==> src/rtl/ex_control_mc_pkg.sv <==
// Shared constants and types for the EX-stage controller: function codes,
// result-mux select, FSM states and the op-class decode helper.
package ex_ctrl_pkg;

  localparam logic [5:0] FN_MADD  = 6'h00;
  localparam logic [5:0] FN_MADDU = 6'h01;
  localparam logic [5:0] FN_MUL   = 6'h02;
  localparam logic [5:0] FN_MSUB  = 6'h04;
  localparam logic [5:0] FN_MSUBU = 6'h05;
  localparam logic [5:0] FN_MFHI  = 6'h10;
  localparam logic [5:0] FN_MTHI  = 6'h11;
  localparam logic [5:0] FN_MFLO  = 6'h12;
  localparam logic [5:0] FN_MTLO  = 6'h13;
  localparam logic [5:0] FN_MULT  = 6'h18;
  localparam logic [5:0] FN_MULTU = 6'h19;
  localparam logic [5:0] FN_DIV   = 6'h1A;
  localparam logic [5:0] FN_DIVU  = 6'h1B;
  localparam logic [5:0] FN_CLZ   = 6'h20;
  localparam logic [5:0] FN_CLO   = 6'h21;

  typedef enum logic [1:0] {
    OUT_ALU = 2'b00,
    OUT_BRA = 2'b01,
    OUT_MUL = 2'b10,
    OUT_DIV = 2'b11
  } out_sel_e;

  typedef enum logic [1:0] {
    IDLE     = 2'd0,
    ACC_BUSY = 2'd1,
    GPR_BUSY = 2'd2
  } state_e;

  typedef enum logic [2:0] {
    CLS_OTHER,
    CLS_ACC_MUL,
    CLS_ACC_DIV,
    CLS_GPR_MUL,
    CLS_ACC_MOVE,
    CLS_CNT
  } op_class_e;

  function automatic op_class_e classify(input logic alu_op, input logic mul_op,
                                         input logic [5:0] func);
    op_class_e cls;
    cls = CLS_OTHER;
    if (alu_op) begin
      case (func)
        FN_MULT, FN_MULTU:                  cls = CLS_ACC_MUL;
        FN_DIV, FN_DIVU:                    cls = CLS_ACC_DIV;
        FN_MFHI, FN_MTHI, FN_MFLO, FN_MTLO: cls = CLS_ACC_MOVE;
        default:                            cls = CLS_OTHER;
      endcase
    end else if (mul_op) begin
      case (func)
        FN_MADD, FN_MADDU, FN_MSUB, FN_MSUBU: cls = CLS_ACC_MUL;
        FN_MUL:                               cls = CLS_GPR_MUL;
        FN_CLZ, FN_CLO:                       cls = CLS_CNT;
        default:                              cls = CLS_OTHER;
      endcase
    end
    return cls;
  endfunction

endpackage

==> src/rtl/ex_control_mc_if.sv <==
// ID/EX control fields in, datapath enables out; master drives decode, slave is the controller.
interface ex_control_mc_if;
  logic       Valid;
  logic       Flush;
  logic       ALUOp;
  logic       MULOp;
  logic       Jump;
  logic       Branch;
  logic       BRAtaken;
  logic       RegWriteIn;
  logic       ALUEn;
  logic       MemWrite;
  logic [5:0] Func;
  logic       ACCEn;
  logic       MULSelB;
  logic       MulStart;
  logic       DivStart;
  logic       RegWriteOut;
  logic       BRAEn;
  logic       BranchTaken;
  logic       Stall;
  logic       AccBusy;
  logic [1:0] OutSel;

  modport master (
    output Valid, Flush, ALUOp, MULOp, Jump, Branch, BRAtaken, RegWriteIn, ALUEn, MemWrite, Func,
    input  ACCEn, MULSelB, MulStart, DivStart, RegWriteOut, BRAEn, BranchTaken, Stall, AccBusy, OutSel
  );

  modport slave (
    input  Valid, Flush, ALUOp, MULOp, Jump, Branch, BRAtaken, RegWriteIn, ALUEn, MemWrite, Func,
    output ACCEn, MULSelB, MulStart, DivStart, RegWriteOut, BRAEn, BranchTaken, Stall, AccBusy, OutSel
  );
endinterface

==> src/rtl/ex_control_mc_lat_counter.sv <==
// Loadable down-counter that saturates at zero; done_o marks the last busy cycle (count==1).
module ex_lat_counter #(
  parameter int W = 6
) (
  input  logic         clk,
  input  logic         nrst,
  input  logic         load_i,
  input  logic [W-1:0] load_val_i,
  output logic         done_o
);

  logic [W-1:0] cnt_q, cnt_d;

  always_comb begin
    cnt_d = cnt_q;
    if (load_i) begin
      cnt_d = load_val_i;
    end else if (cnt_q != '0) begin
      cnt_d = cnt_q - W'(1);
    end
  end

  always_ff @(posedge clk) begin
    if (!nrst) begin
      cnt_q <= '0;
    end else begin
      cnt_q <= cnt_d;
    end
  end

  assign done_o = (cnt_q == W'(1));

endmodule

==> src/rtl/ex_control_mc.sv <==
// EX-stage controller: single-cycle ALU/branch decode plus MUL/DIV sequencing
// with a HI/LO interlock and a GPR-writing multiply stall.
module ex_control_mc
  import ex_ctrl_pkg::*;
#(
  parameter int MUL_LAT = 3,
  parameter int DIV_LAT = 32,
  parameter int CNT_W   = $clog2(DIV_LAT + 1)
) (
  input  logic           clk,
  input  logic           nrst,
  ex_control_mc_if.slave bus
);

  localparam logic [CNT_W-1:0] MUL_LOAD = CNT_W'(MUL_LAT - 1);
  localparam logic [CNT_W-1:0] DIV_LOAD = CNT_W'(DIV_LAT - 1);

  state_e           state_q, state_d;
  op_class_e        op_cls;
  logic             acc_user;
  logic             interlock;
  logic             issue;
  logic             cnt_load;
  logic             cnt_done;
  logic [CNT_W-1:0] cnt_load_val;

  assign op_cls    = classify(bus.ALUOp, bus.MULOp, bus.Func);
  assign acc_user  = op_cls inside {CLS_ACC_MUL, CLS_ACC_DIV, CLS_GPR_MUL, CLS_ACC_MOVE};
  // Accumulator users wait out the in-flight op, including its completion cycle.
  assign interlock = (state_q == ACC_BUSY) && bus.Valid && acc_user;
  assign issue     = bus.Valid && !bus.Flush && !interlock && (state_q != GPR_BUSY);

  ex_lat_counter #(.W(CNT_W)) u_cnt (
    .clk        (clk),
    .nrst       (nrst),
    .load_i     (cnt_load),
    .load_val_i (cnt_load_val),
    .done_o     (cnt_done)
  );

  always_comb begin
    state_d         = state_q;
    cnt_load        = 1'b0;
    cnt_load_val    = '0;
    bus.ACCEn       = 1'b0;
    bus.MULSelB     = 1'b0;
    bus.MulStart    = 1'b0;
    bus.DivStart    = 1'b0;
    bus.RegWriteOut = 1'b0;
    bus.BRAEn       = bus.Jump | bus.Branch;
    bus.BranchTaken = 1'b0;
    bus.Stall       = 1'b0;
    bus.AccBusy     = 1'b0;
    bus.OutSel      = OUT_ALU;

    case (state_q)
      ACC_BUSY: begin
        bus.AccBusy = 1'b1;
        bus.Stall   = interlock;
        if (cnt_done) begin
          bus.ACCEn = 1'b1;
          state_d   = IDLE;
        end
      end
      GPR_BUSY: begin
        if (bus.Flush) begin
          cnt_load = 1'b1;
          state_d  = IDLE;
        end else if (cnt_done) begin
          bus.OutSel      = OUT_MUL;
          bus.RegWriteOut = bus.RegWriteIn;
          bus.MULSelB     = 1'b1;
          state_d         = IDLE;
        end else begin
          bus.Stall = 1'b1;
        end
      end
      default: ;
    endcase

    if (issue) begin
      bus.RegWriteOut = bus.RegWriteIn;
      case (op_cls)
        CLS_ACC_MUL: begin
          bus.MulStart    = 1'b1;
          bus.MULSelB     = 1'b1;
          bus.OutSel      = OUT_MUL;
          bus.RegWriteOut = 1'b0;
          cnt_load        = 1'b1;
          cnt_load_val    = MUL_LOAD;
          if (MUL_LAT == 1) begin
            bus.ACCEn = 1'b1;
          end else begin
            bus.AccBusy = 1'b1;
            state_d     = ACC_BUSY;
          end
        end
        CLS_ACC_DIV: begin
          bus.DivStart    = 1'b1;
          bus.OutSel      = OUT_DIV;
          bus.RegWriteOut = 1'b0;
          bus.AccBusy     = 1'b1;
          cnt_load        = 1'b1;
          cnt_load_val    = DIV_LOAD;
          state_d         = ACC_BUSY;
        end
        CLS_GPR_MUL: begin
          bus.MulStart = 1'b1;
          bus.MULSelB  = 1'b1;
          bus.OutSel   = OUT_MUL;
          if (MUL_LAT > 1) begin
            bus.Stall       = 1'b1;
            bus.RegWriteOut = 1'b0;
            cnt_load        = 1'b1;
            cnt_load_val    = MUL_LOAD;
            state_d         = GPR_BUSY;
          end
        end
        CLS_ACC_MOVE: begin
          bus.ACCEn  = (bus.Func == FN_MTHI) || (bus.Func == FN_MTLO);
          bus.OutSel = OUT_MUL;
        end
        CLS_CNT: bus.OutSel = OUT_MUL;
        default: begin
          if (bus.Jump) begin
            bus.OutSel      = OUT_BRA;
            bus.BranchTaken = 1'b1;
          end else if (bus.Branch) begin
            bus.OutSel      = OUT_BRA;
            bus.BranchTaken = bus.BRAtaken;
            bus.RegWriteOut = bus.RegWriteIn & bus.BRAtaken;
          end else begin
            bus.RegWriteOut = bus.ALUEn & ~bus.MemWrite;
          end
        end
      endcase
    end

    // A reset cycle must not launch or retire anything.
    if (!nrst) begin
      bus.ACCEn    = 1'b0;
      bus.MulStart = 1'b0;
      bus.DivStart = 1'b0;
      bus.Stall    = 1'b0;
      bus.AccBusy  = 1'b0;
    end
  end

  always_ff @(posedge clk) begin
    if (!nrst) begin
      state_q <= IDLE;
    end else begin
      state_q <= state_d;
    end
  end

endmodule

==> src/flat_wrapper.sv <==
// flat-port wrapper written by rule: the top's interface ports become plain ports
module ex_control_mc_flat import ex_ctrl_pkg::*;
#(
  parameter int MUL_LAT = 3,
  parameter int DIV_LAT = 32,
  parameter int CNT_W   = $clog2(DIV_LAT + 1)
)
  (clk, nrst, bus_Valid, bus_Flush, bus_ALUOp, bus_MULOp, bus_Jump, bus_Branch, bus_BRAtaken, bus_RegWriteIn, bus_ALUEn, bus_MemWrite, bus_Func, bus_ACCEn, bus_MULSelB, bus_MulStart, bus_DivStart, bus_RegWriteOut, bus_BRAEn, bus_BranchTaken, bus_Stall, bus_AccBusy, bus_OutSel);
  ex_control_mc_if bus_i ();
  input  logic clk;
  input  logic nrst;
  input wire logic [$bits(bus_i.Valid)-1:0] bus_Valid;
  input wire logic [$bits(bus_i.Flush)-1:0] bus_Flush;
  input wire logic [$bits(bus_i.ALUOp)-1:0] bus_ALUOp;
  input wire logic [$bits(bus_i.MULOp)-1:0] bus_MULOp;
  input wire logic [$bits(bus_i.Jump)-1:0] bus_Jump;
  input wire logic [$bits(bus_i.Branch)-1:0] bus_Branch;
  input wire logic [$bits(bus_i.BRAtaken)-1:0] bus_BRAtaken;
  input wire logic [$bits(bus_i.RegWriteIn)-1:0] bus_RegWriteIn;
  input wire logic [$bits(bus_i.ALUEn)-1:0] bus_ALUEn;
  input wire logic [$bits(bus_i.MemWrite)-1:0] bus_MemWrite;
  input wire logic [$bits(bus_i.Func)-1:0] bus_Func;
  output wire logic [$bits(bus_i.ACCEn)-1:0] bus_ACCEn;
  output wire logic [$bits(bus_i.MULSelB)-1:0] bus_MULSelB;
  output wire logic [$bits(bus_i.MulStart)-1:0] bus_MulStart;
  output wire logic [$bits(bus_i.DivStart)-1:0] bus_DivStart;
  output wire logic [$bits(bus_i.RegWriteOut)-1:0] bus_RegWriteOut;
  output wire logic [$bits(bus_i.BRAEn)-1:0] bus_BRAEn;
  output wire logic [$bits(bus_i.BranchTaken)-1:0] bus_BranchTaken;
  output wire logic [$bits(bus_i.Stall)-1:0] bus_Stall;
  output wire logic [$bits(bus_i.AccBusy)-1:0] bus_AccBusy;
  output wire logic [$bits(bus_i.OutSel)-1:0] bus_OutSel;
  assign bus_i.Valid = bus_Valid;
  assign bus_i.Flush = bus_Flush;
  assign bus_i.ALUOp = bus_ALUOp;
  assign bus_i.MULOp = bus_MULOp;
  assign bus_i.Jump = bus_Jump;
  assign bus_i.Branch = bus_Branch;
  assign bus_i.BRAtaken = bus_BRAtaken;
  assign bus_i.RegWriteIn = bus_RegWriteIn;
  assign bus_i.ALUEn = bus_ALUEn;
  assign bus_i.MemWrite = bus_MemWrite;
  assign bus_i.Func = bus_Func;
  assign bus_ACCEn = bus_i.ACCEn;
  assign bus_MULSelB = bus_i.MULSelB;
  assign bus_MulStart = bus_i.MulStart;
  assign bus_DivStart = bus_i.DivStart;
  assign bus_RegWriteOut = bus_i.RegWriteOut;
  assign bus_BRAEn = bus_i.BRAEn;
  assign bus_BranchTaken = bus_i.BranchTaken;
  assign bus_Stall = bus_i.Stall;
  assign bus_AccBusy = bus_i.AccBusy;
  assign bus_OutSel = bus_i.OutSel;
  ex_control_mc #(.MUL_LAT(MUL_LAT), .DIV_LAT(DIV_LAT), .CNT_W(CNT_W)) u_core (.clk(clk), .nrst(nrst), .bus(bus_i));
endmodule
==> config.mk <==
export PLATFORM = sky130hd
export DESIGN_NAME = ex_control_mc_flat
export DESIGN_NICKNAME = d
export VERILOG_FILES = /design/src/rtl/ex_control_mc_pkg.sv /design/src/rtl/ex_control_mc_if.sv /design/src/rtl/ex_control_mc_lat_counter.sv /design/src/rtl/ex_control_mc.sv /design/src/flat_wrapper.sv
export SDC_FILE = /design/constraint.sdc
export NUM_CORES = 1
export LEC_CHECK = 0
export CORE_MARGIN = 2
export CORE_UTILIZATION = 45
export CTS_CLUSTER_SIZE = 30
export DETAILED_ROUTE_END_ITERATION = 8
export PLACE_DENSITY_LB_ADDON = 0.3
export SYNTH_ARGS = -nofsm -noshare
export SYNTH_HDL_FRONTEND = slang
export SYNTH_SLANG_ARGS = --single-unit
==> constraint.sdc <==
create_clock -name clk -period 2.37 [get_ports clk]
set_input_delay 0.474 -clock clk [delete_from_list [all_inputs] [get_ports clk]]
set_output_delay 0.474 -clock clk [all_outputs]
set_load 0.02 [all_outputs]
==> results_dict.tcl, run 1 <==
set metrics [dict create \
    grt_max_degree 7 \
    lastStage "global routing (5_1_grt)" \
    cts-root-buf "clkbuf_4" \
    status "aborted with a tool error" \
    cts_buffers 3 \
    ys_ff_latch 8 \
    grt_worst_setup_endpoint "bus_RegWriteOut" \
    grt.overflow.total 66 \
    hold_buffers 0 \
    dp.cells 212 \
    synth_edf_count 0 \
    die_y_um 47.6 \
    pre_cts_ws_ps -918 \
    boundaryPins 29 \
    synth_ff_type "dfxtp_1" \
    dp_hpwl_um 2640 \
    syn_inst 121 \
    yosys_warnings 0 \
    synth.distinct_cells 41 \
    place.gp.congestion 0.907 \
    dieWidth_um 47.6 \
    start_util_pct 48.4 \
    syn_area_per_cell_um2 7.06 \
    place_area_um2 1470 \
    clock_sinks 8 \
    stop_error "[ERROR GRT-0232] Routing congestion too high. Check the congestion heatmap in the GUI." \
    row_count 15 \
    ys_async_sr_fraction_pct 0 \
    worst-ep-kind "primary output" \
    synth_nets 143 \
    track_usage_pct 80.1 \
    portBuffers 28 \
    yosysSeqAreaShare_pct 18.7 \
    cts.path.max_buffers 2 \
    synth_area_um2 855 \
    htreeDepth 1 \
]
## kinds of logic after synthesis
| kind of cell | count (synthesis) | share of synthesized area [%] |
|---|---|---|
| AO/OA/AOI/OAI | 36 | 28.1 |
| XOR/XNOR | 3 | 3.08 |
| adder cells (fa/ha/maj) | 4 | 5.86 |
| buffers and inverters | 9 | 3.95 |
| flip-flops | 8 | 18.7 |
| AND/OR/NAND/NOR | 61 | 40.3 |
## through the flow
step | TNS [ps] | utilization, %
2_1_floorplan | -104 | -
3_3_place_gp | -7590 | 83.4
3_5_place_dp | -8620 | 83.4
4_1_cts | -168 | 89.4
## cell usage after synthesis (all sizes together), types with 2 or more instances
cell	number	area, um^2
dfxtp	8	160
nand2	15	56.3
inv	8	30.0
nor2	12	45.0
xnor2	2	17.5
and2	2	12.5
a211oi	2	15.0
o21ai	4	20.0
a221oi	2	17.5
ha	4	50.1
nor3b	3	22.5
o211ai	4	30.0
and3	3	21.3
nor4	2	12.5
a21oi	13	65.1
o31ai	2	15.0
nor3	7	35.0
nand4	5	31.3
nand3	3	15.0
## per-layer routing
metal | GRT usage, % | overflow
met5 | 37.5 | 0
met4 | 98.9 | 27
met3 | 58.1 | 0
met2 | 105 | 39
met1 | 68.5 | 0
## timing repair
| item | CTS |
|---|---|
| pin swaps | 13 |
| endpoints found under the setup margin | 10 |
| setup buffers | 5 |
| resized for setup | 100 |
==> run 2, diff against run 1 <==
CORE_AREA = 2 2 63 65   (was default)
CORE_MARGIN = default   (was 2)
CORE_UTILIZATION = default   (was 45)
CTS_CLUSTER_SIZE = default   (was 30)
DIE_AREA = 0 0 65 67   (was default)
PLACE_DENSITY_LB_ADDON = 0.15   (was 0.3)
==> results_dict.tcl, run 2 <==
set metrics [dict create \
    relSlewSlack_pct 79.7 \
    drc 0 \
    place_area_um2 1550 \
    clock_sinks 8 \
    n_antenna_cell 0 \
    layout-drive-gt1-share_pct 54.5 \
    crit_family "buffers and inverters" \
    min_from "u_core.u_cnt.cnt_q[5]" \
    nets 235 \
    reg2reg_depth 9 \
    dp.cells 242 \
    total_power_uw 847 \
    hp-class "flip-flop to flip-flop" \
    areaGrowthSynthToFinish_pct 122 \
    vias 1284 \
    cts_buffers 3 \
    core_area_um2 3610 \
    fmax_mhz 408 \
    portBuffers 28 \
    worst_hold_path.endpoint "u_core.u_cnt.cnt_q[5]" \
    die_y_um 67 \
    cts_tree "yes" \
    ys_ff_latch 8 \
    finalWorstSetupSlack_ps -82.8 \
    ir_drop_uv 218 \
    synth_area_um2 855 \
    path_class "primary input to output port" \
    place.gp.congestion 0.814 \
    start_util_pct 23.7 \
    ys_async_sr_fraction_pct 0 \
    final_common_cell "buf_4" \
    avgRoutedWirePerCell_um 13.7 \
    post-route-min-period_ps 2450 \
    largest_reg_flops 6 \
    skew_ps 3.10 \
    timing.rr.end "u_core.u_cnt.cnt_q[4]" \
    reg_top3 "u_core.u_cnt.cnt_q x6, u_core.state_q x2" \
    power_leakage_uw 0.000810 \
    row_count 22 \
    synth_ff_type "dfxtp_1" \
    final_cells 259 \
    regMostFlops "u_core.u_cnt.cnt_q" \
    synth_nets 143 \
    synth_edf_count 0 \
    fin_crit_sh_pct 103 \
    status "finished, violations left" \
    cp_cell_sequence "buf_8 -> nor4b_4 -> buf_4 -> buf_6 -> a32oi_4 -> buf_6 -> o21ai_4 -> a21oi_2 -> o31ai_1 -> buf_2" \
    critPathLaunchType "primary input" \
    dp_hpwl_um 2640 \
    antenna_left 0 \
    worst-path-max-fanout 5 \
    worstMarginPinSlew_ps 303 \
    cts.clk_slew.worst_paths_ps 40 \
    drv_cap 0 \
    hold_depth 2 \
    dieWidth_um 65 \
    synth.distinct_cells 41 \
    cp_num_buf_inv 5 \
    end_kind "output port" \
    hold_viol 0 \
    rsz0062_at_grt "true" \
    clock_latency_ps 230 \
    syn_area_per_cell_um2 7.06 \
    hold_buffers 0 \
    track_usage_pct 16.5 \
    synth.top_cell.area_share_pct 18.7 \
    grt_pass1_vias 1294 \
    cp.arrival_ps 1980 \
    final_cell_mix "buf_4, nand2_1, a21oi_1, buf_6" \
    grt.overflow.total 0 \
    grt_max_degree 7 \
    cp_slowest_stage_delay_ps 250 \
    drt_iter0_drc 41 \
    path_common_cell "buf_6" \
    power_density_nw_per_um2 447 \
    yosysSeqAreaShare_pct 18.7 \
    worst-r2r-setup-slack_ps 460 \
    final_area_um2 1890 \
    yosysMostFrequentCell "nand2_1" \
    boundaryPins 29 \
    antenna_found_initial 0 \
    finalMaxSlewViolations 0 \
    syn_inst 121 \
    crit_path_top_delay_cell "nor4b_4" \
    setup_viol 3 \
    routed_wl_um 3540 \
    dieArea_um2 4360 \
    required_ps 1900 \
    cts-root-buf "clkbuf_8" \
    grt_pass1_wl_um 5640 \
    yosysTopAreaCell "dfxtp_1" \
    r2r_start "u_core.state_q[1]" \
    via_per_inst 4.96 \
    yosys-top-cells-count "nand2_1, a21oi_1, nor2_1" \
    violations "negative setup slack" \
    cts.path.max_buffers 2 \
    yosys_warnings 0 \
    htreeDepth 1 \
    drtPass1Iterations 4 \
    synth_area_leaders "dfxtp_1, a21oi_1, nand2_1" \
]
## run 2: cell counts after synthesis
Identical to the previous run, type by type.
## run 2: cell type report
type / instances / area, um^2
clock buffers: 3 / 41.3
fillers: 337 / 1710
repair buffers: 87 / 719
flip-flops and latches: 8 / 161
well taps: 48 / 60.1
inverters: 9 / 33.8
multi-input cells: 104 / 877
## run 2: layer usage
| layer | up-vias | share of wire [%] | track usage [%] |
|---|---|---|---|
| li1 | 642 | - | - |
| met1 | 602 | 42 | 18.4 |
| met2 | 34 | 53 | 30.9 |
| met3 | 6 | 4.4 | 4.56 |
| met4 | 0 | 1.2 | 3.46 |
| met5 | - | 0 | 0 |
## run 2: repair_timing
item / 4_1_cts / 5_1_grt
endpoints found under the setup margin: 11 / 9
gates resized for setup: 105 / 28
buffers inserted: 8 / 6
pin swaps: 17 / 14
## run 2: cell families (layout without fill, tap and decap cells)
kind of cell               Yosys count  after routing  share of synthesized area (%)
AOI/OAI and AO/OA                   36             36                           28.1
buffers and inverters                9             99                           3.95
DFF                                  8              8                           18.7
adders and majority gates            4              4                           5.86
xor gates and xnor gates             3              3                           3.08
and+or+nand+nor                     61             61                           40.3
## run 2: worst max path at each step
stage                start  depth (start not counted)  slack (ps)              end
3_3_place_gp   bus_Func[3]                          7        -880        bus_Stall
2_1_floorplan  bus_Func[5]                          5         -50    bus_OutSel[1]
6_report       bus_Func[3]                         10         -80    bus_OutSel[1]
5_1_grt        bus_Func[3]                         10        -130    bus_OutSel[1]
3_5_place_dp   bus_Func[3]                          7        -930        bus_Stall
4_1_cts        bus_Func[3]                          9         -60  bus_RegWriteOut
## run 2: through the flow
| step | worst slack [ps] | hold WS (ps) | util, % | TNS, ps |
|---|---|---|---|---|
| floorplan | -52.2 | 467 | - | -104 |
| global placement | -883 | 530 | 43.1 | -8170 |
| detailed placement | -934 | 548 | 43.1 | -8360 |
| CTS | -58.4 | 556 | 48.4 | -102 |
| global route | -129 | 564 | 52.5 | -444 |
| finish | -82.8 | 559 | 52.5 | -128 |
## run 2: power breakdown
| part | internal [uW] | leakage (uW) | switching [uW] | total, uW |
|---|---|---|---|---|
| Clock | 110 | 0.0000216 | 48.4 | 158 |
| Sequential | 171 | 0.0000662 | 29.2 | 200 |
| Combinational | 256 | 0.000722 | 233 | 489 |
## run 2: worst reg2reg max path, stage by stage, from the launching register on
cell	delay, ps
dfxtp_1	300
buf_4	130
inv_1	50
ha_1	270
inv_1	100
nand2_2	100
buf_4	140
a21oi_1	60
or4_1	530
a21oi_1	160
Note: power is estimated with default switching activity, not from simulation.
==> run 3, diff against run 2 <==
CTS_CLUSTER_SIZE = 12   (was default)
==> results of run 3 <==
No change in the layout: final DEF, timing and power equal those of run 2.
==> run 4, diff against run 3 <==
SYNTH_HIERARCHICAL = 1   (was default)
==> results_dict.tcl, run 4 <==
set metrics [dict create \
    finalWorstSetupSlack_ps -32.9 \
    end_kind "output port" \
    fin_crit_sh_pct 101 \
    synth_ff_type "dfxtp_1" \
    ys_ff_latch 8 \
    cp_slowest_stage_delay_ps 550 \
    seqCellArea_um2 161 \
    antenna_left 0 \
    largest_reg_flops 6 \
    drv_cap 0 \
    critPathLaunchType "primary input" \
    cp.arrival_ps 1930 \
    syn_inst 120 \
    dieArea_um2 4360 \
    antenna_found_initial 0 \
    core_area_um2 3610 \
    row_count 22 \
    cp_cell_sequence "buf_8 -> or4b_4 -> o32ai_4 -> buf_4 -> o2111ai_4 -> o21ai_1 -> buf_4" \
    start_util_pct 25.2 \
    areaGrowthSynthToFinish_pct 83.7 \
    boundaryPins 29 \
    drt_iter0_drc 74 \
    cts.path.max_buffers 2 \
    worst-path-max-fanout 3 \
    final_common_cell "buf_4" \
    ir_drop_uv 446 \
    fill_cells 340 \
    skew_ps 1.09 \
    routed_wl_um 3090 \
    vias 1184 \
    reg2reg_depth 10 \
    synth_area_um2 907 \
    portBuffers 28 \
    grt_pass1_vias 1204 \
    post-route-min-period_ps 2400 \
    yosysSeqAreaShare_pct 17.7 \
    ys_async_sr_fraction_pct 0 \
    total_power_uw 866 \
    fmax_mhz 416 \
    final_cell_mix "buf_4, inv_1, nand2_1" \
    hold_depth 3 \
    hp-class "flip-flop to flip-flop" \
    die_y_um 67 \
    drc 0 \
    layout-drive-gt1-share_pct 44.7 \
    synth_nets 142 \
    avgRoutedWirePerCell_um 13.0 \
    grt_max_degree 9 \
    nets 214 \
    track_usage_pct 15.4 \
    cts-root-buf "clkbuf_8" \
    synth.distinct_cells 49 \
    place.gp.congestion 0.856 \
    yosysTopAreaCell "dfxtp_1" \
    power_density_nw_per_um2 520 \
    cts_tree "yes" \
    htreeDepth 1 \
    path_class "primary input to output port" \
    yosys-top-cells-count "inv_1, nand2_1, dfxtp_1" \
    finalMaxSlewViolations 0 \
    required_ps 1900 \
    cts.clk_slew.worst_paths_ps 40 \
    hold_viol 0 \
    yosys_warnings 6 \
    synth_area_leaders "dfxtp_1, ha_1, inv_1" \
    regMostFlops "u_core/u_cnt/cnt_q" \
    synth_edf_count 0 \
    crit_path_top_delay_cell "or4b_4" \
    path_common_cell "buf_4" \
    grt.overflow.total 0 \
    n_antenna_cell 0 \
    status "finished, violations left" \
    violations "negative setup slack" \
    utilization_pct 46.2 \
    reg_top3 "u_core/u_cnt/cnt_q x6, u_core/state_q x2" \
    drtPass1Iterations 4 \
    grt_pass1_wl_um 5300 \
    clock_latency_ps 230 \
    setup_tns_ps -39.6 \
    clock_sinks 8 \
    setup_viol 2 \
    cts_buffers 3 \
    via_per_inst 4.97 \
    synth.top_cell.area_share_pct 17.7 \
    multi_input_area_um2 816 \
    rsz0062_at_grt "true" \
    syn_area_per_cell_um2 7.56 \
    dp_hpwl_um 2430 \
    yosysMostFrequentCell "inv_1" \
    dieWidth_um 65 \
    power_leakage_uw 0.000711 \
]
run 4: path summary, 6_finish.rpt:
kind | from | slack (ps) | end
hold / removal | u_core/u_cnt/cnt_q[5] | 610 | u_core/u_cnt/cnt_q[5]
hold reg to reg | u_core/u_cnt/cnt_q[5] | 610 | u_core/u_cnt/cnt_q[5]
setup / recovery | bus_Func[4] | -30 | bus_Stall
setup reg to reg | u_core/state_q[0] | 270 | u_core/u_cnt/cnt_q[5]
run 4: final cells by class:
| class | instances | share of cell area [%] |
|---|---|---|
| inverters | 10 | 2.25 |
| flip-flops and latches | 8 | 9.68 |
| repair buffers | 69 | 33.0 |
| multi-input cells | 100 | 48.9 |
| well taps | 48 | 3.60 |
| clock buffers | 3 | 2.48 |
run 4: report_power, final:
part / switching, uW / internal, uW / total [uW]
combinational: 226 / 274 / 500
clock: 53.1 / 110 / 163
sequential: 27.8 / 175 / 203
total: 307 / 559 / 866
run 4: metrics by stage:
step	cell area, um^2	hold WS (ps)	setup slack, ps	instances
detailed placement	1510	603	-884	230
finish	1670	607	-32.9	238
global placement	1510	587	-850	230
floorplan	907	468	47.8	120
global route	1670	640	-58.0	238
CTS	1640	608	-11.0	237
run 4: repair_timing:
| action | CTS | global route |
|---|---|---|
| setup endpoints to repair | 16 | 10 |
| gates resized for setup | 97 | 6 |
| pin swaps | 12 | 2 |
| setup buffers | 5 | 1 |
| hold buffers | 0 | 0 |
run 4: critical path: cells and delay by family:
kind            cells  cell delay, ps
simple gates        1             550
compound gates      3             470
buf+inv             3             430
run 4: kinds of logic after synthesis:
family	count (synthesis)	share of synthesized area [%]
muxes	1	1.10
and+or+nand+nor	52	36.8
buffers and inverters	12	4.97
xor gates and xnor gates	1	0.966
adders and majority gates	4	5.52
AOI/OAI and AO/OA	41	32.6
DFF	8	17.7
other	1	0.413
run 4: routing by layer:
metal / routed length [um] / global-route usage (%) / part of all wire (%)
met5: 0 / 0 / 0
met4: 38 / 5.32 / 1.2
met3: 157 / 3.38 / 5.1
met2: 1450 / 26.4 / 47
met1: 1440 / 18.9 / 47
